### src/rtl/fdiv_if.sv
// fdiv_if: start/done handshake and operand/result bus of the sequential divider
interface fdiv_if;
  logic        start;
  logic [15:0] a;
  logic [15:0] b;
  logic [15:0] result;
  logic        done;
  logic        busy;
  logic        div_by_zero;
  modport master (output start, a, b, input result, done, busy, div_by_zero);
  modport slave (input start, a, b, output result, done, busy, div_by_zero);
endinterface

### src/rtl/fdiv_seq.sv
// fdiv_seq: sequential binary16 divider, 13-step restoring mantissa division behind start/done
module fdiv_seq #(
  parameter logic [14:0] ONE  = 15'h3C00,
  parameter int          BIAS = 15,
  parameter int          ITER = 13
) (
  input logic   clk,
  input logic   rst_n,
  fdiv_if.slave bus
);
  typedef enum logic [1:0] {IDLE, CALC, NORM, DONE} state_t;
  state_t state, state_nx;
  logic              sign, ge, special, sp_dbz, guard, dbz_q;
  logic signed [6:0] e, e_n;
  logic [4:0]        ea, eb;
  logic [9:0]        mant;
  logic [10:0]       m2, rnd;
  logic [11:0]       r, r_sub;
  logic [12:0]       q;
  logic [3:0]        cnt;
  logic [15:0]       sp_res, norm_res, res_q;
  always_comb begin
    ea = bus.a[14:10];
    eb = bus.b[14:10];
    special = ea == 5'd0 || eb == 5'd0 || bus.b[14:0] == ONE;
    sp_dbz = ea != 5'd0 && eb == 5'd0;
    sp_res = ea == 5'd0 ? 16'h0000 :
             eb == 5'd0 ? {bus.a[15] ^ bus.b[15], 5'h1F, 10'h0} : {bus.a[15] ^ bus.b[15], bus.a[14:0]};
    ge = r >= {1'b0, m2};
    r_sub = ge ? r - {1'b0, m2} : r;
    mant = q[12] ? q[11:2] : q[10:1];
    guard = q[12] ? q[1] : q[0];
    rnd = {1'b0, mant} + {10'd0, guard};
    // a rounding carry leaves rnd[9:0] at zero, which is exactly the wrapped mantissa
    e_n = e - (q[12] ? 7'sd0 : 7'sd1) + (rnd[10] ? 7'sd1 : 7'sd0);
    norm_res = e_n >= 7'sd31 ? {sign, 5'h1F, 10'h0} :
               e_n <= 7'sd0 ? 16'h0000 : {sign, e_n[4:0], rnd[9:0]};
  end
  always_comb begin
    state_nx = state;
    case (state)
      IDLE:    state_nx = bus.start ? (special ? DONE : CALC) : IDLE;
      CALC:    state_nx = cnt == 4'(ITER - 1) ? NORM : CALC;
      NORM:    state_nx = DONE;
      default: state_nx = IDLE;
    endcase
  end
  always_ff @(posedge clk or negedge rst_n)
    if (!rst_n) state <= IDLE;
    else state <= state_nx;
  always_ff @(posedge clk or negedge rst_n) begin
    if (!rst_n) begin
      sign  <= 1'b0;
      e     <= '0;
      m2    <= '0;
      r     <= '0;
      q     <= '0;
      cnt   <= '0;
      res_q <= '0;
      dbz_q <= 1'b0;
    end else if (state == IDLE && bus.start) begin
      sign <= bus.a[15] ^ bus.b[15];
      e    <= {2'b00, ea} - {2'b00, eb} + 7'(BIAS);
      m2   <= {1'b1, bus.b[9:0]};
      r    <= {2'b01, bus.a[9:0]};
      q    <= '0;
      cnt  <= '0;
      if (special) begin
        res_q <= sp_res;
        dbz_q <= sp_dbz;
      end
    end else if (state == CALC) begin
      r   <= r_sub << 1;
      q   <= {q[11:0], ge};
      cnt <= cnt + 4'd1;
    end else if (state == NORM) begin
      res_q <= norm_res;
      dbz_q <= 1'b0;
    end
  end
  assign bus.result      = res_q;
  assign bus.div_by_zero = dbz_q;
  assign bus.done        = state == DONE;
  assign bus.busy        = state != IDLE;
endmodule

### src/flat_wrapper.sv
// flat-port wrapper written by rule: the top's interface ports become plain ports
module fdiv_seq_flat 
#(
  parameter logic [14:0] ONE  = 15'h3C00,
  parameter int          BIAS = 15,
  parameter int          ITER = 13
)
  (clk, rst_n, bus_start, bus_a, bus_b, bus_result, bus_done, bus_busy, bus_div_by_zero);
  fdiv_if bus_i ();
  input logic clk;
  input logic rst_n;
  input wire logic [$bits(bus_i.start)-1:0] bus_start;
  input wire logic [$bits(bus_i.a)-1:0] bus_a;
  input wire logic [$bits(bus_i.b)-1:0] bus_b;
  output wire logic [$bits(bus_i.result)-1:0] bus_result;
  output wire logic [$bits(bus_i.done)-1:0] bus_done;
  output wire logic [$bits(bus_i.busy)-1:0] bus_busy;
  output wire logic [$bits(bus_i.div_by_zero)-1:0] bus_div_by_zero;
  assign bus_i.start = bus_start;
  assign bus_i.a = bus_a;
  assign bus_i.b = bus_b;
  assign bus_result = bus_i.result;
  assign bus_done = bus_i.done;
  assign bus_busy = bus_i.busy;
  assign bus_div_by_zero = bus_i.div_by_zero;
  fdiv_seq #(.ONE(ONE), .BIAS(BIAS), .ITER(ITER)) u_core (.clk(clk), .rst_n(rst_n), .bus(bus_i));
endmodule
### config.mk
export PLATFORM = sky130hd
export DESIGN_NAME = fdiv_seq_flat
export DESIGN_NICKNAME = d
export VERILOG_FILES = /design/src/rtl/fdiv_if.sv /design/src/rtl/fdiv_seq.sv /design/src/flat_wrapper.sv
export SDC_FILE = /design/constraint.sdc
export NUM_CORES = 1
export LEC_CHECK = 0
export ABC_AREA = 1
export CAP_MARGIN = 20
export CORE_MARGIN = 3
export CORE_UTILIZATION = 25
export CTS_BUF_LIST = sky130_fd_sc_hd__clkbuf_8 sky130_fd_sc_hd__clkbuf_16
export DETAILED_ROUTE_END_ITERATION = 8
export MAX_ROUTING_LAYER = met4
export PLACE_DENSITY = 0.53
export SYNTH_ARGS = -nofsm -noshare
export SYNTH_HDL_FRONTEND = slang
export SYNTH_SLANG_ARGS = --single-unit
### constraint.sdc
create_clock -name clk -period 5.5 [get_ports clk]
set_clock_uncertainty 0.05 [all_clocks]
set_input_delay 1.1 -clock clk [delete_from_list [all_inputs] [get_ports clk]]
set_output_delay 1.1 -clock clk [all_outputs]
set_load 0.01 [all_outputs]
# Yosys cells after proc, flatten, opt, wreduce, memory -nomap -nowiden

Index checks and enable logic that the tools add are counted.

Input port bits: 35
Register bits: 67
Output and inout port bits: 19
Logic and storage cells: 66

Magnitude comparators: 3
Reductions and logical operators: 12
Equal/unequal tests: 7
Bitwise logic cells: 1
Add/subtract/negate cells: 7
Mux-type cells: 27

Operators by type and width:

| cell                   | number |
|---|---|
| $mux W16               | 7 |
| $mux W13               | 2 |
| $mux W12               | 2 |
| $eq A15 B14 Y1 const B | 1 |
| $mux W15               | 1 |
| $ge A12 B11 Y1         | 1 |
| $add A10 B1 Y11        | 1 |
| $mux W11               | 1 |
| $sub A11 B11 Y11       | 1 |
| $logic_not A5 Y1       | 2 |
| $mux W10               | 1 |
| $mux W4                | 2 |
| $add A7 B4 Y7 const B  | 1 |
| $add A7 B7 Y7          | 1 |
| $ge A7 B6 Y1 const B   | 1 |
| $le A7 B1 Y1 const B   | 1 |
| $mux W1                | 7 |
| $sub A7 B7 Y7          | 1 |
| $mux W2                | 3 |
| $pmux W2 S3            | 1 |
| $reduce_bool A2 Y1     | 3 |
| $sub A5 B5 Y6          | 1 |
| $reduce_bool A5 Y1     | 1 |
| $add A4 B1 Y4 const B  | 1 |
| 9 further kinds        | 13 |

# Longest topological paths before layout

Word-level depth: 10
Depth in mapped cells: 24
Gate-level depth less buffers: 22

# Least setup slack after synthesis

No wires, ideal clock.

Path kind: reg-to-reg
Start point: reg u_core.q[12]
End point: reg u_core.res_q[12] (netlist: u_core.bus.result[12])
Stages on the path, launching flop included: 20
Buffers on the path: 2
Slack: 2.354 ns
Arrival: 2.979 ns
Path through: dfrtp_1 > buf_6 > buf_8 > o21ai_0 > ha_1 > ha_1 > inv_1 > nor2_4 > nand4_1 > nor3_1 > ha_1 > fa_1 > nor3_1 > nand3_1 > nand2_1 > nand2_1 > nand2_1 > a21oi_1 > nor2_1 > nor2_1

Longest elaborated chain between the ends: 10
Elaborated cells on any way between the ends: 14

RTL lines:

| element                             | line                           | text |
|---|---|---|
| from (decl)                         | fdiv_seq.sv:19                 | `logic [12:0] q;` |
| from (signal assigned)              | fdiv_seq.sv:74                 | `q <= {q[11:0], ge};` |
| $mux W10 or $mux W1 (tied branches) | fdiv_seq.sv:31, fdiv_seq.sv:32 |  |
| $add A10 B1 Y11                     | fdiv_seq.sv:33                 | `rnd = {1'b0, mant} + {10'd0, guard};` |
| $mux W1                             | fdiv_seq.sv:35                 | `e_n = e - (q[12] ? 7'sd0 : 7'sd1) + (rnd[10] ? 7'sd1 : 7'sd0);` |
| $add A7 B7 Y7 (*)                   | fdiv_seq.sv:35                 |  |
| $le A7 B1 Y1                        | fdiv_seq.sv:37                 | `e_n <= 7'sd0 ? 16'h0000 : {sign, e_n[4:0], rnd[9:0]};` |
| $mux W16                            | fdiv_seq.sv:37                 |  |
| $mux W16 (*)                        | fdiv_seq.sv:36                 | `norm_res = e_n >= 7'sd31 ? {sign, 5'h1F, 10'h0} :` |
| $mux W16 (*)                        | fdiv_seq.sv:76                 | `end else if (state == NORM) begin` |
| $mux W16 (*)                        | fdiv_seq.sv:72                 | `end else if (state == CALC) begin` |
| $mux W16 (*)                        | fdiv_seq.sv:61                 | `end else if (state == IDLE && bus.start) begin` |
| to (signal assigned)                | fdiv_seq.sv:69                 | `res_q <= sp_res;` |
| to (signal assigned)                | fdiv_seq.sv:77                 | `res_q <= norm_res;` |
| to (decl)                           | fdiv_seq.sv:21                 | `logic [15:0] sp_res, norm_res, res_q;` |

Mark *: on every way between the ends. The rest lies on a longest branch, timed or not. The select of a mux whose other input is x is not followed.
A chain may end at the register's enable or synchronous reset.

# Final worst setup path

Start point: reg u_core.q[12]
End point: reg u_core.res_q[11] (netlist: u_core.bus.result[11])

Same word-level chain as after synthesis.

==> results_dict.tcl <==
set metrics [dict create \
    status "completed" \
    first_pass_iters 6 \
    finalHoldViolations 0 \
    rrSetupSlack_ps 1590 \
    cp.required_ps 5670 \
    pin_count 54 \
    pwr-share-seq_pct 24.1 \
    regToRegEndpoint "u_core.bus.result[11]$_DFFE_PN0P_" \
    async_flop_share_pct 100 \
    wl_met2_mm 5.94 \
    cts.sinks 67 \
    drc 0 \
    multi_input_area_um2 2580 \
    critPathCaptureType "flip-flop" \
    crit_type "flip-flop to flip-flop" \
    p_sw_w 0.00177 \
    max_slew_margin_pct 38.7 \
    worst_hold_path.endpoint "u_core.m2[10]$_DFFE_PN0P_" \
    cts_resized 0 \
    cp_cell_sequence "nand2_1 > o21ai_0 > ha_1 > ha_1 > inv_1 > nor2_4 > nand4_1 > nor3_1 > ha_1 > fa_1 > nor3_1 > nand3_1 > nand2_1 > nand2_1 > nand2_1 > a21oi_1 > nor2_1 > nor2_1" \
    yosys_warnings 0 \
    cts_hold_buffers 0 \
    vias_per_cell 4.39 \
    layout-drive-gt1-share_pct 8.22 \
    drv_slew 0 \
    r2r_cells 18 \
    combPwrFrac_pct 59.2 \
    grt_pass1_wl_mm 21.2 \
    numPortBuffers 53 \
    place_ws_ps 1630 \
    cts_buffers 9 \
    dieArea_um2 20900 \
    overflow 0 \
    cts_tree "yes" \
    syn-num-nets 722 \
    ys_ff_latch 67 \
    via_count 4245 \
    core_um2 18800 \
    cts-root-buf "clkbuf_16" \
    syn_inst 656 \
    finalSetupViolations 0 \
    hold_path.class "flip-flop to flip-flop" \
    maxUsedRoutingLayer "met4" \
    layout_min_cycle_time_ps 3910 \
    hold_start "u_core.m2[10]$_DFFE_PN0P_" \
    hpwl_mm 9.64 \
    synth_enable_flop_cells 0 \
    switching_share_pct 47.4 \
    synth.distinct_cells 44 \
    rsz0062_at_grt "false" \
    ctsLongestPathBuffers 2 \
    ir_drop_mv 0.204 \
    setup_slack_ps 1590 \
    worst_pin_slew_ps 919 \
    synth_area_um2 4810 \
    drtIter0Drc 279 \
    synthFlopType "dfrtp_1" \
    wl_met3_um 612 \
    fp.dieW_um 145 \
    wl_per_cell_um 13.4 \
    rows 50 \
    hold_depth 2 \
    crit_top_cell "nand2_1" \
    gp_congestion 0.836 \
    crit_path_start_kind "flip-flop" \
    cp_slowest_stage_delay_ps 760 \
    total_leakage_power_nw 2.81 \
    start_util_pct 25.5 \
    antenna_cells 0 \
    synth.area.top_cells "dfrtp_1 (35%), nand2_1 (12%), inv_1 (8.3%), ha_1 (7.3%), nand3_1 (4.9%)" \
    ys_seq_area_share_pct 34.9 \
    maxCapViolCount 0 \
    grt_pass1_vias 4215 \
    synth_top_area_share_pct 34.9 \
    syn_area_per_cell_um2 7.33 \
    setup_tns_ps 0 \
    track_usage_pct 13.3 \
    cp_max_fo 18 \
    place_inst 950 \
    wl_mm 12.9 \
    syn2layout_area_growth_pct 21.4 \
    post-route-period-util_pct 71.1 \
    p_int_w 0.00197 \
    antenna_found_initial 0 \
    arrival_ps 4090 \
    layout.nets 767 \
    utilization_pct 31.0 \
    drt-met1-wl_mm 6.32 \
    reg2reg_from "u_core.q[12]$_DFFE_PN0P_" \
    clkPwrFrac_pct 16.7 \
    max_freq_ghz 0.256 \
    n_fill_cell 2031 \
    clkLatencyLatePin_ps 340 \
    final_cells 966 \
    fp.dieH_um 145 \
    path_clk_slew_ps 60 \
    htreeDepth 3 \
    yosys.area.top_type "dfrtp_1" \
    pwr_density_cell_nw_per_um2 641 \
    post_cts_buffers 0 \
    register_area_um2 1680 \
    critPathSlowestCell "dfrtp_1" \
    postRouteAntennaNets 0 \
    grt_max_degree 68 \
]
worst max-delay path, delay by kind of cell, from the launching register on:
kind	cells	cell delay [ps]
compound gates	2	170
flops	1	760
simple gates	11	1540
buf+inv	1	80
fa+ha+maj	4	1190
metal layers:
| metal | GRT usage [%] | up-vias |
|---|---|---|
| li1 | - | 2217 |
| met1 | 17.8 | 1947 |
| met2 | 20.8 | 73 |
| met3 | 3.29 | 8 |
| met4 | 2.21 | 0 |
| met5 | - | - |
state kept, by name (all words and copies together) (netlist names):
register	count
u_core.r	12
u_core.bus.result	16
u_core.q	13
u_core.state	2
u_core.m2	11
u_core.e	7
u_core.cnt	4
u_core.sign	1
u_core.bus.div_by_zero	1
final cells by class:
type                            instances  share of cell area [%]
Tap cell                              260                    5.57
Timing Repair Buffer                   54                    9.12
Inverter                              108                    7.03
Clock inverter                          7                    1.58
Clock buffer                            9                    3.86
Sequential cell                        67                    28.7
Multi-Input combinational cell        461                    44.1
synthesized netlist by cell type (5+ instances only):
cell type,number
a21oi_1,35
buf_2,5
clkbuf_1,5
dfrtp_1,67
ha_1,28
inv_1,106
nand2_1,148
nand2_2,14
nand3_1,47
nand4_1,17
nor2_1,55
nor2_2,5
nor3_1,9
o21ai_0,30
o21ai_2,5
o22ai_1,18
xnor2_1,7
xor2_1,8
power by group through the flow:
| stage | registers [W] | logic, W | clock network, W |
|---|---|---|---|
| final | 0.000902 | 0.00222 | 0.000624 |
| after global routing | 0.000932 | 0.00254 | 0.000667 |
| after CTS | 0.000904 | 0.00224 | 0.000642 |
| after detailed placement | 0.000906 | 0.00222 | 0 |
| after global placement | 0.000916 | 0.00221 | 0 |
| after floorplan | 0.000871 | 0.00175 | 0 |
logic make-up (layout without fill, tap and decap cells):
kind of cell	Yosys count	after routing	synth area share [%]
buffers and inverters	128	178	11.5
XOR/XNOR	15	15	2.73
flip-flops	67	67	34.9
AND/OR/NAND/NOR	311	311	29.6
AO/OA/AOI/OAI	104	104	12.7
adder cells (fa/ha/maj)	31	31	8.53
metrics by stage:
stage                     hold WS [ps]  power [W]  cell area [µm²]
after floorplan                    376    0.00262             4810
after global placement             401    0.00313             5520
after detailed placement           394    0.00313             5520
after CTS                          408    0.00378             5840
after global routing               458    0.00414             5840
final                              405    0.00374             5840
worst max path at each step:
stage / depth (start not counted) / startpoint / end
after detailed placement: 18 / u_core.q[12]$_DFFE_PN0P_ / u_core.bus.result[11]$_DFFE_PN0P_
after floorplan: 19 / u_core.q[12]$_DFFE_PN0P_ / u_core.bus.result[12]$_DFFE_PN0P_
final: 18 / u_core.q[12]$_DFFE_PN0P_ / u_core.bus.result[11]$_DFFE_PN0P_
after global placement: 18 / u_core.q[12]$_DFFE_PN0P_ / u_core.bus.result[11]$_DFFE_PN0P_
after global routing: 22 / u_core.q[12]$_DFFE_PN0P_ / u_core.bus.result[11]$_DFFE_PN0P_
after CTS: 18 / u_core.q[12]$_DFFE_PN0P_ / u_core.bus.result[11]$_DFFE_PN0P_
cells in the final DEF (no fill, tap or decap), types with 5 or more instances in the layout:
cell type        synthesis  routed
a21oi_1                 35      35
clkbuf_16                0       9
clkdlybuf4s50_1          0      52
dfrtp_1                 67      67
ha_1                    28      28
inv_1                  106     106
nand2_1                148     148
nand2_2                 14      14
nand3_1                 47      47
nand4_1                 17      17
nor2_1                  55      55
nor2_2                   5       5
nor3_1                   9       9
o21ai_0                 30      30
o21ai_2                  5       5
o22ai_1                 18      18
xnor2_1                  7       7
xor2_1                   8       8
No activity file was read; power rests on OpenSTA's default activity.
